### src/rtl/hero_mux_pkg.sv
// Shared types for the hero write merger: cycle-type encoding, FSM state codes and
// the round-robin pointer helper.
package hero_mux_pkg;

   localparam int unsigned HERO_WIDTH = 36;

   typedef enum logic [1:0] {
      IDLE  = 2'd0,
      VALID = 2'd1,
      DONE  = 2'd2
   } CYCLE_TYPE_E;

   // State codes kept as plain constants so legacy code can compare against raw bits.
   typedef logic [0:0] MUX_STATE_E;
   localparam MUX_STATE_E MUX_ARB    = 1'b0;
   localparam MUX_STATE_E MUX_LOCKED = 1'b1;

   function automatic int unsigned rr_next(input int unsigned g, input int unsigned n);
      return (g + 1 >= n) ? 0 : g + 1;
   endfunction

endpackage

### src/rtl/hero_write_mux_if.sv
// Bus bundle between NUM_CH hero write masters, the merger and the single hero target.
// The merger takes the slave view; the surrounding environment takes the master view.
interface hero_write_mux_if #(
   parameter int unsigned NUM_CH    = 4,
   parameter int unsigned DATA_W    = 36,
   parameter int unsigned MAX_BEATS = 16
);
   localparam int unsigned CH_W  = $clog2(NUM_CH);
   localparam int unsigned CNT_W = $clog2(MAX_BEATS + 1);

   logic [NUM_CH-1:0]        in_valid;
   logic [NUM_CH-1:0]        in_ready;
   logic [NUM_CH*2-1:0]      in_cycle_type;
   logic [NUM_CH*DATA_W-1:0] in_wdat;
   logic [NUM_CH-1:0]        in_clk_en;
   logic                     out_valid;
   logic                     out_ready;
   logic [1:0]               out_cycle_type;
   logic [DATA_W-1:0]        out_wdat;
   logic                     out_clk_en;
   logic [CH_W-1:0]          out_ch;
   logic [CNT_W-1:0]         out_beat_idx;

   modport slave (
      input  in_valid, in_cycle_type, in_wdat, in_clk_en, out_ready,
      output in_ready, out_valid, out_cycle_type, out_wdat, out_clk_en, out_ch, out_beat_idx
   );

   modport master (
      output in_valid, in_cycle_type, in_wdat, in_clk_en, out_ready,
      input  in_ready, out_valid, out_cycle_type, out_wdat, out_clk_en, out_ch, out_beat_idx
   );

endinterface

### src/rtl/hero_rr_arb.sv
// Combinational round-robin pick: first requester at or after ptr, wrapping at NUM_CH.
module hero_rr_arb #(
   parameter int unsigned NUM_CH = 4,
   localparam int unsigned CH_W  = $clog2(NUM_CH)
) (
   input  logic [NUM_CH-1:0] req,
   input  logic [CH_W-1:0]   ptr,
   output logic [NUM_CH-1:0] gnt,
   output logic [CH_W-1:0]   gnt_idx,
   output logic              any_gnt
);

   logic [CH_W-1:0] idx;

   always_comb begin
      gnt     = '0;
      gnt_idx = '0;
      any_gnt = 1'b0;
      idx     = '0;
      for (int unsigned off = 0; off < NUM_CH; off++) begin
         idx = CH_W'((32'(ptr) + off) % NUM_CH);
         if (!any_gnt && req[idx]) begin
            gnt[idx] = 1'b1;
            gnt_idx  = idx;
            any_gnt  = 1'b1;
         end
      end
   end

endmodule

### src/rtl/hero_write_mux.sv
// N-channel hero write merger: round-robin arbitration locked per transaction, one-entry
// registered output with backpressure, beat indexing and forced termination of long bursts.
module hero_write_mux
   import hero_mux_pkg::*;
#(
   parameter int unsigned NUM_CH    = 4,
   parameter int unsigned DATA_W    = HERO_WIDTH,
   parameter int unsigned MAX_BEATS = 16,
   localparam int unsigned CH_W     = $clog2(NUM_CH),
   localparam int unsigned CNT_W    = $clog2(MAX_BEATS + 1)
) (
   input  logic              clk,
   input  logic              rst_n,
   hero_write_mux_if.slave   bus,
   output logic              err_overlen,
   output logic              busy
);

   typedef struct packed {
      CYCLE_TYPE_E       cycle_type;
      logic [DATA_W-1:0] wdat;
      logic              clk_en;
   } hero_beat_t;

   hero_beat_t        in_beat [NUM_CH];
   logic [NUM_CH-1:0] is_idle;
   logic [NUM_CH-1:0] req;

   for (genvar i = 0; i < NUM_CH; i++) begin : g_ch
      assign in_beat[i] = '{
         cycle_type: CYCLE_TYPE_E'(bus.in_cycle_type[2*i +: 2]),
         wdat:       bus.in_wdat[DATA_W*i +: DATA_W],
         clk_en:     bus.in_clk_en[i]
      };
      assign is_idle[i] = (in_beat[i].cycle_type == IDLE);
      assign req[i]     = bus.in_valid[i] & ~is_idle[i];
   end

   MUX_STATE_E       state_q, state_d;
   logic [CH_W-1:0]  ptr_q, ptr_d;
   logic [CH_W-1:0]  lock_q, lock_d;
   logic [CNT_W-1:0] cnt_q, cnt_d;

   logic             out_valid_q;
   hero_beat_t       out_beat_q;
   logic [CH_W-1:0]  out_ch_q;
   logic [CNT_W-1:0] out_idx_q;
   logic             err_q;

   logic [NUM_CH-1:0] arb_gnt;
   logic [CH_W-1:0]   arb_idx;
   logic              arb_any;

   hero_rr_arb #(
      .NUM_CH (NUM_CH)
   ) u_arb (
      .req     (req),
      .ptr     (ptr_q),
      .gnt     (arb_gnt),
      .gnt_idx (arb_idx),
      .any_gnt (arb_any)
   );

   logic            can_load;
   logic [CH_W-1:0] sel_ch;
   logic            sel_vld;
   hero_beat_t      sel_beat;
   logic            accept;
   logic [CH_W-1:0] next_ptr;

   assign can_load = ~out_valid_q | bus.out_ready;

   always_comb begin
      if (state_q == MUX_LOCKED) begin
         sel_ch  = lock_q;
         sel_vld = req[lock_q];
      end else begin
         sel_ch  = arb_idx;
         sel_vld = arb_any;
      end
   end

   assign sel_beat = in_beat[sel_ch];
   assign accept   = sel_vld & can_load;
   assign next_ptr = CH_W'(rr_next(32'(sel_ch), NUM_CH));

   // IDLE beats are always drained; only the granted/locked channel sees can_load.
   always_comb begin
      bus.in_ready = '0;
      if (rst_n) begin
         if (state_q == MUX_LOCKED) begin
            bus.in_ready         = is_idle;
            bus.in_ready[lock_q] = is_idle[lock_q] | can_load;
         end else begin
            bus.in_ready = is_idle | (arb_gnt & {NUM_CH{can_load}});
         end
      end
   end

   hero_beat_t       load_beat;
   logic [CNT_W-1:0] load_idx;
   logic             load_err;

   always_comb begin
      state_d   = state_q;
      ptr_d     = ptr_q;
      lock_d    = lock_q;
      cnt_d     = cnt_q;
      load_beat = sel_beat;
      load_idx  = '0;
      load_err  = 1'b0;
      if (accept) begin
         if (state_q == MUX_ARB) begin
            if (sel_beat.cycle_type == DONE) begin
               ptr_d = next_ptr;
            end else begin
               lock_d  = sel_ch;
               cnt_d   = CNT_W'(1);
               state_d = MUX_LOCKED;
            end
         end else begin
            load_idx = cnt_q;
            if (sel_beat.cycle_type == DONE) begin
               state_d = MUX_ARB;
               ptr_d   = next_ptr;
               cnt_d   = '0;
            end else if (cnt_q == CNT_W'(MAX_BEATS - 1)) begin
               // Burst hit the length limit: close it downstream and flag the overrun.
               load_beat.cycle_type = DONE;
               load_err             = 1'b1;
               state_d              = MUX_ARB;
               ptr_d                = next_ptr;
               cnt_d                = '0;
            end else begin
               cnt_d = cnt_q + CNT_W'(1);
            end
         end
      end
   end

   always_ff @(posedge clk or negedge rst_n) begin
      if (!rst_n) begin
         state_q     <= MUX_ARB;
         ptr_q       <= '0;
         lock_q      <= '0;
         cnt_q       <= '0;
         out_valid_q <= 1'b0;
         out_beat_q  <= '0;
         out_ch_q    <= '0;
         out_idx_q   <= '0;
         err_q       <= 1'b0;
      end else begin
         state_q <= state_d;
         ptr_q   <= ptr_d;
         lock_q  <= lock_d;
         cnt_q   <= cnt_d;
         if (accept) begin
            out_valid_q <= 1'b1;
            out_beat_q  <= load_beat;
            out_ch_q    <= sel_ch;
            out_idx_q   <= load_idx;
         end else if (bus.out_ready) begin
            out_valid_q <= 1'b0;
         end
         err_q <= accept & load_err;
      end
   end

   assign bus.out_valid      = out_valid_q;
   assign bus.out_cycle_type = out_beat_q.cycle_type;
   assign bus.out_wdat       = out_beat_q.wdat;
   assign bus.out_clk_en     = out_beat_q.clk_en;
   assign bus.out_ch         = out_ch_q;
   assign bus.out_beat_idx   = out_idx_q;
   assign err_overlen        = err_q;
   assign busy               = (state_q == MUX_LOCKED);

endmodule
### src/flat_wrapper.sv
// flat-port wrapper written by rule: the top's interface ports become plain ports
module hero_write_mux_flat import hero_mux_pkg::*;
#(
   parameter int unsigned NUM_CH    = 4,
   parameter int unsigned DATA_W    = HERO_WIDTH,
   parameter int unsigned MAX_BEATS = 16,
   localparam int unsigned CH_W     = $clog2(NUM_CH),
   localparam int unsigned CNT_W    = $clog2(MAX_BEATS + 1)
)
  (clk, rst_n, err_overlen, busy, bus_in_valid, bus_in_cycle_type, bus_in_wdat, bus_in_clk_en, bus_out_ready, bus_in_ready, bus_out_valid, bus_out_cycle_type, bus_out_wdat, bus_out_clk_en, bus_out_ch, bus_out_beat_idx);
  hero_write_mux_if #(.NUM_CH(NUM_CH), .DATA_W(DATA_W), .MAX_BEATS(MAX_BEATS)) bus_i ();
  input  logic clk;
  input  logic rst_n;
  output logic err_overlen;
  output logic busy;
  input wire logic [$bits(bus_i.in_valid)-1:0] bus_in_valid;
  input wire logic [$bits(bus_i.in_cycle_type)-1:0] bus_in_cycle_type;
  input wire logic [$bits(bus_i.in_wdat)-1:0] bus_in_wdat;
  input wire logic [$bits(bus_i.in_clk_en)-1:0] bus_in_clk_en;
  input wire logic [$bits(bus_i.out_ready)-1:0] bus_out_ready;
  output wire logic [$bits(bus_i.in_ready)-1:0] bus_in_ready;
  output wire logic [$bits(bus_i.out_valid)-1:0] bus_out_valid;
  output wire logic [$bits(bus_i.out_cycle_type)-1:0] bus_out_cycle_type;
  output wire logic [$bits(bus_i.out_wdat)-1:0] bus_out_wdat;
  output wire logic [$bits(bus_i.out_clk_en)-1:0] bus_out_clk_en;
  output wire logic [$bits(bus_i.out_ch)-1:0] bus_out_ch;
  output wire logic [$bits(bus_i.out_beat_idx)-1:0] bus_out_beat_idx;
  assign bus_i.in_valid = bus_in_valid;
  assign bus_i.in_cycle_type = bus_in_cycle_type;
  assign bus_i.in_wdat = bus_in_wdat;
  assign bus_i.in_clk_en = bus_in_clk_en;
  assign bus_i.out_ready = bus_out_ready;
  assign bus_in_ready = bus_i.in_ready;
  assign bus_out_valid = bus_i.out_valid;
  assign bus_out_cycle_type = bus_i.out_cycle_type;
  assign bus_out_wdat = bus_i.out_wdat;
  assign bus_out_clk_en = bus_i.out_clk_en;
  assign bus_out_ch = bus_i.out_ch;
  assign bus_out_beat_idx = bus_i.out_beat_idx;
  hero_write_mux #(.NUM_CH(NUM_CH), .DATA_W(DATA_W), .MAX_BEATS(MAX_BEATS)) u_core (.clk(clk), .rst_n(rst_n), .bus(bus_i), .err_overlen(err_overlen), .busy(busy));
endmodule
### config.mk
export PLATFORM = sky130hd
export DESIGN_NAME = hero_write_mux_flat
export DESIGN_NICKNAME = d
export VERILOG_FILES = /design/src/rtl/hero_mux_pkg.sv /design/src/rtl/hero_write_mux_if.sv /design/src/rtl/hero_rr_arb.sv /design/src/rtl/hero_write_mux.sv /design/src/flat_wrapper.sv
export SDC_FILE = /design/constraint.sdc
export NUM_CORES = 1
export LEC_CHECK = 0
export BUFFER_PORTS_ARGS = -buffer_cell sky130_fd_sc_hd__buf_2
export CELL_PAD_IN_SITES_DETAIL_PLACEMENT = 1
export CELL_PAD_IN_SITES_GLOBAL_PLACEMENT = 2
export CORE_MARGIN = 2
export CORE_UTILIZATION = 28
export CTS_BUF_LIST = sky130_fd_sc_hd__clkbuf_2 sky130_fd_sc_hd__clkbuf_4 sky130_fd_sc_hd__clkbuf_8
export DETAILED_ROUTE_END_ITERATION = 16
export MAX_ROUTING_LAYER = met4
export PLACE_DENSITY = 0.86
export SYNTH_ARGS = -nofsm -noshare
export SYNTH_HDL_FRONTEND = slang
export SYNTH_SLANG_ARGS = --single-unit
### constraint.sdc
create_clock -name clk -period 8.35 [get_ports clk]
set_input_delay 2.0875 -clock clk [delete_from_list [all_inputs] [get_ports clk]]
set_output_delay 2.0875 -clock clk [all_outputs]
set_load 0.03 [all_outputs]
Word level (Yosys, flattened, before mapping)
Index checks and enable logic that the tools add are counted.

word-level totals
  register bits = 58
  output and inout port bits = 53
  logic and storage cells = 138

operators by class
  multiplexer cells = 65
  equality and inequality tests = 3
  bitwise operators = 21
  magnitude comparators = 12
  $add $sub $neg = 5
  reductions and logical operators = 21

operator list
  cell                                                                                 number
  39-bit binary-select mux with 2-bit select                                           1
  39-bit 2-to-1 mux                                                                    2
  1-bit 2-to-1 mux                                                                     26
  2-bit 2-to-1 mux                                                                     13
  5-bit 2-to-1 mux                                                                     5
  4-bit 2-to-1 mux                                                                     6
  4-bit OR                                                                             4
  2-bit by 3-bit less-than comparator with 1-bit output, second input constant         5
  1-bit binary-select mux with 2-bit select                                            6
  1-bit demux with 2-bit select                                                        5
  2-bit by 1-bit greater-or-equal comparator with 1-bit output, second input constant  5
  1-bit logical AND                                                                    8
  2-bit zero test                                                                      4
  1-bit inverter                                                                       7
  1-bit bitwise AND                                                                    6
  3-bit greater-or-equal comparator, second input constant                             2
  3-bit AND reduction                                                                  2
  2-bit nonzero test                                                                   3
  5-bit by 1-bit adder with 5-bit output, second input constant                        1
  5-bit by 4-bit equality test with 1-bit output, second input constant                1
  2-bit adder, second input constant                                                   2
  4-bit bitwise AND                                                                    1
  4-bit bitwise mux                                                                    1
  2-bit by 1-bit adder with 3-bit output, second input constant                        1
  7 further kinds                                                                      10

Depth between registers and ports, before layout
Gate-level depths: netlist of the first run.

  depth in word-level cells = 25
  gate-level depth with buffers = 14
  depth with buffers taken out = 10

Hierarchy
Synthesis of the first run repeated with hierarchy kept, for this count alone.

second synthesis, totals
  cells, all modules = 316
  area total of the unflattened synthesis = 4,152.7 µm²

by module, submodules not included
  module          cells an instance  instances  area each (µm²)  sequential area each (µm²)
  hero_write_mux  271                1          3,731.1          1,451.4
  hero_rr_arb     45                 1          421.7            0.0

Worst setup path before layout of the first run
Ideal clock, no wire load.

  path kind = input -> output
  start = input port bus_in_cycle_type[2]
  end = output port bus_in_ready[2]
  required time = 6.262 ns
  stages on the path = 7
  path slack = 2.294 ns
  arrival = 3.969 ns
  path through = o21ai_1 > mux4_2 > o21ba_2 > a22oi_1 > nor2_1 > o211ai_1 > a21boi_0

on the way
  longest elaborated chain between the ends = 19

RTL lines
  element                                    line                  RTL
  start, declared                            flat_wrapper.sv:17    input wire logic [$bits(bus_i.in_cycle_type)-1:0] bus_in_cycle_type;
  2-bit zero test *                          hero_write_mux.sv:35  assign is_idle[i] = (in_beat[i].cycle_type == IDLE);
  1-bit inverter                             hero_write_mux.sv:36  assign req[i] = bus.in_valid[i] & ~is_idle[i];
  1-bit bitwise AND                          hero_write_mux.sv:36
  1-bit binary-select mux with 2-bit select  hero_rr_arb.sv:22     if (!any_gnt && req[idx]) begin
  1-bit 2-to-1 mux (not written as such)     hero_rr_arb.sv:22
  1-bit 2-to-1 mux                           hero_rr_arb.sv:22
  1-bit zero test                            hero_rr_arb.sv:22
  1-bit logical AND                          hero_rr_arb.sv:22
  (+3 left out)                              -
  1-bit 2-to-1 mux                           hero_rr_arb.sv:22
  1-bit zero test                            hero_rr_arb.sv:22
  1-bit logical AND                          hero_rr_arb.sv:22
  4-bit 2-to-1 mux                           hero_rr_arb.sv:22
  4-bit bitwise AND                          hero_write_mux.sv:95  bus.in_ready = is_idle | (arb_gnt & {NUM_CH{can_load}});
  4-bit OR                                   hero_write_mux.sv:95
  4-bit 2-to-1 mux *                         hero_write_mux.sv:91  if (state_q == MUX_LOCKED) begin
  4-bit 2-to-1 mux *                         hero_write_mux.sv:90  if (rst_n) begin
  end, declared                              flat_wrapper.sv:21    output wire logic [$bits(bus_i.in_ready)-1:0] bus_in_ready;

Every way passes the cells marked *; elsewhere a longest branch is shown, timed or not. The select of a mux whose other input is x is not followed.

Worst setup path in the final report of the first run
  start = input port bus_in_cycle_type[2]
  end = output port bus_in_ready[3]

Same word-level chain as after synthesis.

==> results of run 1 <==
==> layer usage <==
layer / vias to the layer above / routed length [um] / track usage [%]
met5: - / 0 / -
met1: 2029 / 6166 / 22.62
met2: 167 / 7143 / 32.07
met3: 19 / 823 / 3.295
li1: 2007 / - / -
met4: 0 / 260 / 5.948
==> worst max-delay path: cells and delay by family <==
family                 cells  cell delay, ps
AND/OR/NAND/NOR            2             140
buffers and inverters      2             290
AO/OA/AOI/OAI              5            1300
multiplexers               1             390
==> flip-flops by register name (all words and copies together) (netlist names) <==
signal                     cells
u_core.busy                    1
u_core.bus.out_beat_idx        5
u_core.lock_q                  2
u_core.cnt_q                   5
u_core.bus.out_valid           1
u_core.ptr_q                   2
u_core.bus.out_clk_en          1
u_core.bus.out_wdat           36
u_core.err_overlen             1
u_core.bus.out_cycle_type      2
u_core.bus.out_ch              2
==> per-stage QoR <==
stage          hold slack (ps)  instance area (um^2)
5_1_grt                  521.9                  5470
3_3_place_gp             465.6                  5291
2_1_floorplan            502.4                  4105
3_5_place_dp             467.9                  5291
4_1_cts                  486.9                  5470
6_report                 485.8                  5470
==> kinds of logic after synthesis <==
group | after synthesis
compound gates | 118
xor+xnor | 2
fa+ha+maj | 9
buf+inv | 37
flops | 58
mux | 86
simple gates | 108
==> synth_stat cells (6+ instances only) <==
| library cell | n |
|---|---|
| a21oi_1 | 9 |
| clkbuf_1 | 15 |
| o21ai_0 | 7 |
| o221ai_1 | 39 |
| nand3_1 | 6 |
| nand2b_1 | 7 |
| inv_1 | 7 |
| nor2_1 | 21 |
| nand2_1 | 57 |
| a22o_1 | 7 |
| o211ai_1 | 6 |
| dfrtp_1 | 58 |
| o21ai_1 | 8 |
| ha_1 | 9 |
| mux2i_1 | 80 |
==> layout make-up <==
type,count,area (um^2)
fillers,1758,8954
inverters,8,32.53
multi-input cells,323,2464
well taps,184,230.2
clock buffers,10,137.6
repair buffers,220,1114
clock inverters,6,41.29
flip-flops and latches,58,1451
==> how the worst max path moves through the flow <==
stage                         startpoint               to  slack, ps  depth (start not counted)
floorplan           bus_in_cycle_type[2]  bus_in_ready[2]       2290                          7
global placement    bus_in_cycle_type[2]  bus_in_ready[3]       2110                         10
detailed placement  bus_in_cycle_type[2]  bus_in_ready[3]       2070                         10
CTS                 bus_in_cycle_type[2]  bus_in_ready[3]       2070                         10
global route        bus_in_cycle_type[2]  bus_in_ready[3]       1870                         10
finish              bus_in_cycle_type[2]  bus_in_ready[3]       2060                         10
==> power by group <==
group,leakage (nW),switching (mW),internal [mW]
Clock,0.0847,0.121,0.115
Sequential,0.721,0.114,0.412
Combinational,2.10,1.04,0.639
==> impl_metrics.env, run 1 <==
export IMPL_status="finished, final reports clean"
export IMPL_final_cell_count_no_fill=809
export IMPL_reg2reg_to="u_core.bus.out_wdat[8]"
export IMPL_final_max_slew_violation_count=0
export IMPL_syn_area_um2=4105
export IMPL_leakage_nw=2.903
export IMPL_cp_required_ps=6260
export IMPL_rsz0062_at_grt="no"
export IMPL_cp_start_kind="input pin"
export IMPL_clock_sinks=58
export IMPL_wl_per_cell_um=17.79
export IMPL_path_clk_slew_ps=70
export IMPL_gp_congestion=0.8606
export IMPL_coreArea_um2=14420
export IMPL_crit_arrival_ps=4200
export IMPL_fin_ws_ps=2061
export IMPL_synth_compound_area_share_pct=22.68
export IMPL_period_needed_ps=6289
export IMPL_cts_setup_buffers=0
export IMPL_fin_util_pct=37.93
export IMPL_synthTopCellsByArea="dfrtp_1, mux2i_1, o221ai_1"
export IMPL_grt_pass1_vias=4537
export IMPL_layout_common_cells="buf_2, mux2i_1, dfrtp_1"
export IMPL_synth_adder_area_share_pct=2.743
export IMPL_io_pins=216
export IMPL_async_flop_share_pct=100.0
export IMPL_drc=0
export IMPL_endpoint_kind="output pin"
export IMPL_dpl_hpwl_mm=11.23
export IMPL_area_growth_pct=33.25
export IMPL_critPathMaxStageDelay_ps=410
export IMPL_synth_seq_area_share_pct=35.36
export IMPL_synth_top_cell_by_area="dfrtp_1"
export IMPL_grt_pass1_wl_mm=23.20
export IMPL_finalPower_mw=2.436
export IMPL_placementRows=44
export IMPL_fin_setup_tns_ps=0
export IMPL_synth_seq_cells=58
export IMPL_hold_path_depth=2
export IMPL_overflow=0
export IMPL_synth_simple_area_share_pct=11.49
export IMPL_min_delay_start="u_core.bus.out_wdat[26]"
export IMPL_yosys_warnings=0
export IMPL_criticalPathCategory="input pin to output pin"
export IMPL_synth_top_family_by_area="compound AO/OA/AOI/OAI gates"
export IMPL_place_ws_ps=2070
export IMPL_root_buffer="clkbuf_8"
export IMPL_via_per_inst=5.219
export IMPL_via_count=4222
export IMPL_crit_fanout=7
export IMPL_drv_cap=0
export IMPL_die_h_um=125.1
export IMPL_cpMostUsedCell="buf_2"
export IMPL_syn_instance_count=418
export IMPL_dp_cells=793
export IMPL_grt_max_degree=59
export IMPL_r2r_cells=10
export IMPL_finalSetupViolCount=0
export IMPL_layout_worst_path_cycle_share_pct=75.32
export IMPL_diodes=0
export IMPL_portBuffers=215
export IMPL_irDropWorstVdd_uv=163.0
export IMPL_r2r_setup_slack_ps=4040
export IMPL_synth_edf_count=0
export IMPL_final_nets=792
export IMPL_drive_above_1_share_pct=40.16
export IMPL_power_density_nw_per_um2=445.3
export IMPL_cts_tree="done"
export IMPL_dieArea_um2=15650
export IMPL_drt_pass1_iter_count=4
export IMPL_numCtsBuffers=9
export IMPL_tightest_slew_ps=851.4
export IMPL_skew_ps=7.989
export IMPL_synth_mux_area_share_pct=22.52
export IMPL_ant_nets=0
export IMPL_htreeDepth=3
export IMPL_yosys_area_top_type_share_pct=35.36
export IMPL_synthesis_nets=590
export IMPL_min_path_type="flip-flop to flip-flop"
export IMPL_wirelength_mm=14.39
export IMPL_reg2reg_from="u_core.ptr_q[0]"
export IMPL_layout_commonest_cell="buf_2"
export IMPL_hold_buffers=0
export IMPL_drtIter0Drc=199
export IMPL_cp_cell_sequence="buf_2, o21ai_1, mux4_2, o21ba_2, a22oi_1, nor2_1, a221oi_1, nor3_1, o31a_1, buf_2"
export IMPL_synthFlopType="dfrtp_1"
export IMPL_cts_path_max_buffers=2
export IMPL_ys_types=51
export IMPL_avgSynthCellArea_um2=9.821
export IMPL_slew_headroom_pct=43.24
export IMPL_grt_usage_pct=18.79
export IMPL_cts_repair_resized=0
export IMPL_crit_slowest_cell="o21ai_1"
export IMPL_synth_xor_area_share_pct=0.4267
export IMPL_clk_latency_ps=340
export IMPL_initial_core_util_pct=28.46
export IMPL_maxClockFrequency_mhz=159.0
export IMPL_hold_end="u_core.bus.out_wdat[26]"
export IMPL_antenna_found_initial=0
export IMPL_die_width_um=125.1
export IMPL_hold_viol=0
(Power assumes the default switching activity.)
==> run 2: changes to the inputs <==
--- a/config.mk
+++ b/config.mk
@@ -9,11 +9,11 @@
 export CELL_PAD_IN_SITES_DETAIL_PLACEMENT = 1
 export CELL_PAD_IN_SITES_GLOBAL_PLACEMENT = 2
 export CORE_MARGIN = 2
-export CORE_UTILIZATION = 28
+export CORE_UTILIZATION = 26
 export CTS_BUF_LIST = sky130_fd_sc_hd__clkbuf_2 sky130_fd_sc_hd__clkbuf_4 sky130_fd_sc_hd__clkbuf_8
 export DETAILED_ROUTE_END_ITERATION = 16
 export MAX_ROUTING_LAYER = met4
-export PLACE_DENSITY = 0.86
+export PLACE_DENSITY = 0.81
 export SYNTH_ARGS = -nofsm -noshare
 export SYNTH_HDL_FRONTEND = slang
 export SYNTH_SLANG_ARGS = --single-unit
==> constraint.sdc (replaced) <==
create_clock -name clk -period 6.4 [get_ports clk]
set_input_delay 1.6 -clock clk [delete_from_list [all_inputs] [get_ports clk]]
set_output_delay 1.6 -clock clk [all_outputs]
set_load 0.03 [all_outputs]
==> impl_metrics.env, run 2 (synthesized netlist as in run 1, its figures left out) <==
export IMPL_dpl_hpwl_mm=11.60
export IMPL_io_pins=216
export IMPL_layout_commonest_cell="buf_2"
export IMPL_hold_buffers=0
export IMPL_crit_arrival_ps=3690
export IMPL_dp_cells=820
export IMPL_drtIter0Drc=278
export IMPL_endpoint_kind="output pin"
export IMPL_layout_worst_path_cycle_share_pct=82.70
export IMPL_fin_setup_tns_ps=0
export IMPL_rsz0062_at_grt="no"
export IMPL_maxClockFrequency_mhz=188.9
export IMPL_path_clk_slew_ps=70
export IMPL_top_usage_layer="met2"
export IMPL_root_buffer="clkbuf_8"
export IMPL_overflow=0
export IMPL_fin_util_pct=36.25
export IMPL_initial_core_util_pct=26.81
export IMPL_critPathMaxStageDelay_ps=710
export IMPL_status="finished, final reports clean"
export IMPL_cp_start_kind="flip-flop"
export IMPL_final_max_slew_violation_count=0
export IMPL_die_h_um=129.7
export IMPL_min_path_type="flip-flop to flip-flop"
export IMPL_placementRows=45
export IMPL_multi_input_area_um2=2466
export IMPL_skew_ps=9.833
export IMPL_drc=0
export IMPL_grt_pass1_vias=4533
export IMPL_largest_reg_flops=36
export IMPL_drt_pass1_iter_count=4
export IMPL_portBuffers=215
export IMPL_criticalPathCategory="flip-flop to output pin"
export IMPL_cts_tree="done"
export IMPL_seqCellArea_um2=1451
export IMPL_cp_cell_sequence="inv_1, ha_1, o211ai_1, o211a_2, o211ai_2, nor2_1, a221oi_1, nor3_1, o31a_1, buf_2"
export IMPL_antenna_found_initial=0
export IMPL_tightest_slew_ps=831.5
export IMPL_crit_slowest_cell="dfrtp_1"
export IMPL_clock_sinks=58
export IMPL_use_met1_pct=21.78
export IMPL_via_count=4213
export IMPL_diodes=0
export IMPL_final_nets=792
export IMPL_wl_per_cell_um=17.59
export IMPL_wirelength_mm=14.69
export IMPL_slew_headroom_pct=44.57
export IMPL_use_met2_pct=31.26
export IMPL_finalSetupViolCount=0
export IMPL_area_growth_pct=35.23
export IMPL_gp_congestion=0.9125
export IMPL_via_per_inst=5.046
export IMPL_grt_pass1_wl_mm=23.33
export IMPL_ant_nets=0
export IMPL_die_width_um=129.7
export IMPL_hold_viol=0
export IMPL_r2r_setup_slack_ps=2060
export IMPL_coreArea_um2=15310
export IMPL_final_cell_count_no_fill=835
export IMPL_drive_above_1_share_pct=40.22
export IMPL_cp_required_ps=4800
export IMPL_fill_cells=1867
export IMPL_leakage_nw=2.935
export IMPL_htreeDepth=3
export IMPL_whs_ps=478.7
export IMPL_cts_repair_resized=0
export IMPL_layout_common_cells="buf_2, mux2i_1, dfrtp_1"
export IMPL_grt_usage_pct=18.22
export IMPL_irDropWorstVdd_uv=325.3
export IMPL_grt_max_degree=59
export IMPL_period_needed_ps=5293
export IMPL_grt_util_met3_pct=2.684
export IMPL_cts_path_max_buffers=2
export IMPL_crit_fanout=17
export IMPL_cts_setup_buffers=0
export IMPL_power_density_nw_per_um2=589.9
export IMPL_numCtsBuffers=9
export IMPL_dieArea_um2=16810
export IMPL_clk_latency_ps=350
export IMPL_drv_cap=0
-- run 2: stage by stage --
step,instance area [um^2],worst slack [ps],power [mW]
finish,5552,1107,3.275
global route,5552,744.5,3.527
global placement,5340,1268,2.860
CTS,5552,1118,3.312
floorplan,4105,1319,2.376
detailed placement,5340,1176,2.922
-- run 2: path summary, 6_finish.rpt --
kind	end	from	cells past startpoint
worst max-delay path	bus_in_ready[3]	u_core.ptr_q[0]	10
worst min-delay path	u_core.bus.out_beat_idx[0]	u_core.bus.out_beat_idx[0]	2
worst max register to register	u_core.bus.out_cycle_type[1]	u_core.ptr_q[0]	9
worst min register to register	u_core.bus.out_beat_idx[0]	u_core.bus.out_beat_idx[0]	2
max in group asynchronous	u_core.bus.out_wdat[4]	rst_n	2
min in group asynchronous	u_core.busy	rst_n	2
-- run 2: per-layer routing --
metal / vias up / share of wire [%]
met1: 2025 / 42
met5: - / 0
met4: 0 / 2.0
met3: 24 / 4.5
met2: 157 / 52
li1: 2007 / -
-- run 2: worst max-delay path, delay by kind of cell (launching register included) --
kind,cells,cell delay [ps]
AO/OA/AOI/OAI,5,1270
flip-flops,1,710
adder cells (fa/ha/maj),1,580
buffers and inverters,2,540
AND/OR/NAND/NOR,2,260
-- run 2: area by class of cell --
class / count / share of cell area, %
Tap cell: 211 / 4.755
Inverter: 8 / 0.5860
Clock buffer: 12 / 2.637
Sequential cell: 58 / 26.14
Timing Repair Buffer: 220 / 20.28
Multi-Input combinational cell: 323 / 44.42
Clock inverter: 3 / 1.172
-- run 2: where the power goes --
group	switching [mW]	internal, mW	total [mW]
sequential	0.128	0.538	0.667
clock	0.147	0.230	0.376
combinational	1.39	0.846	2.23
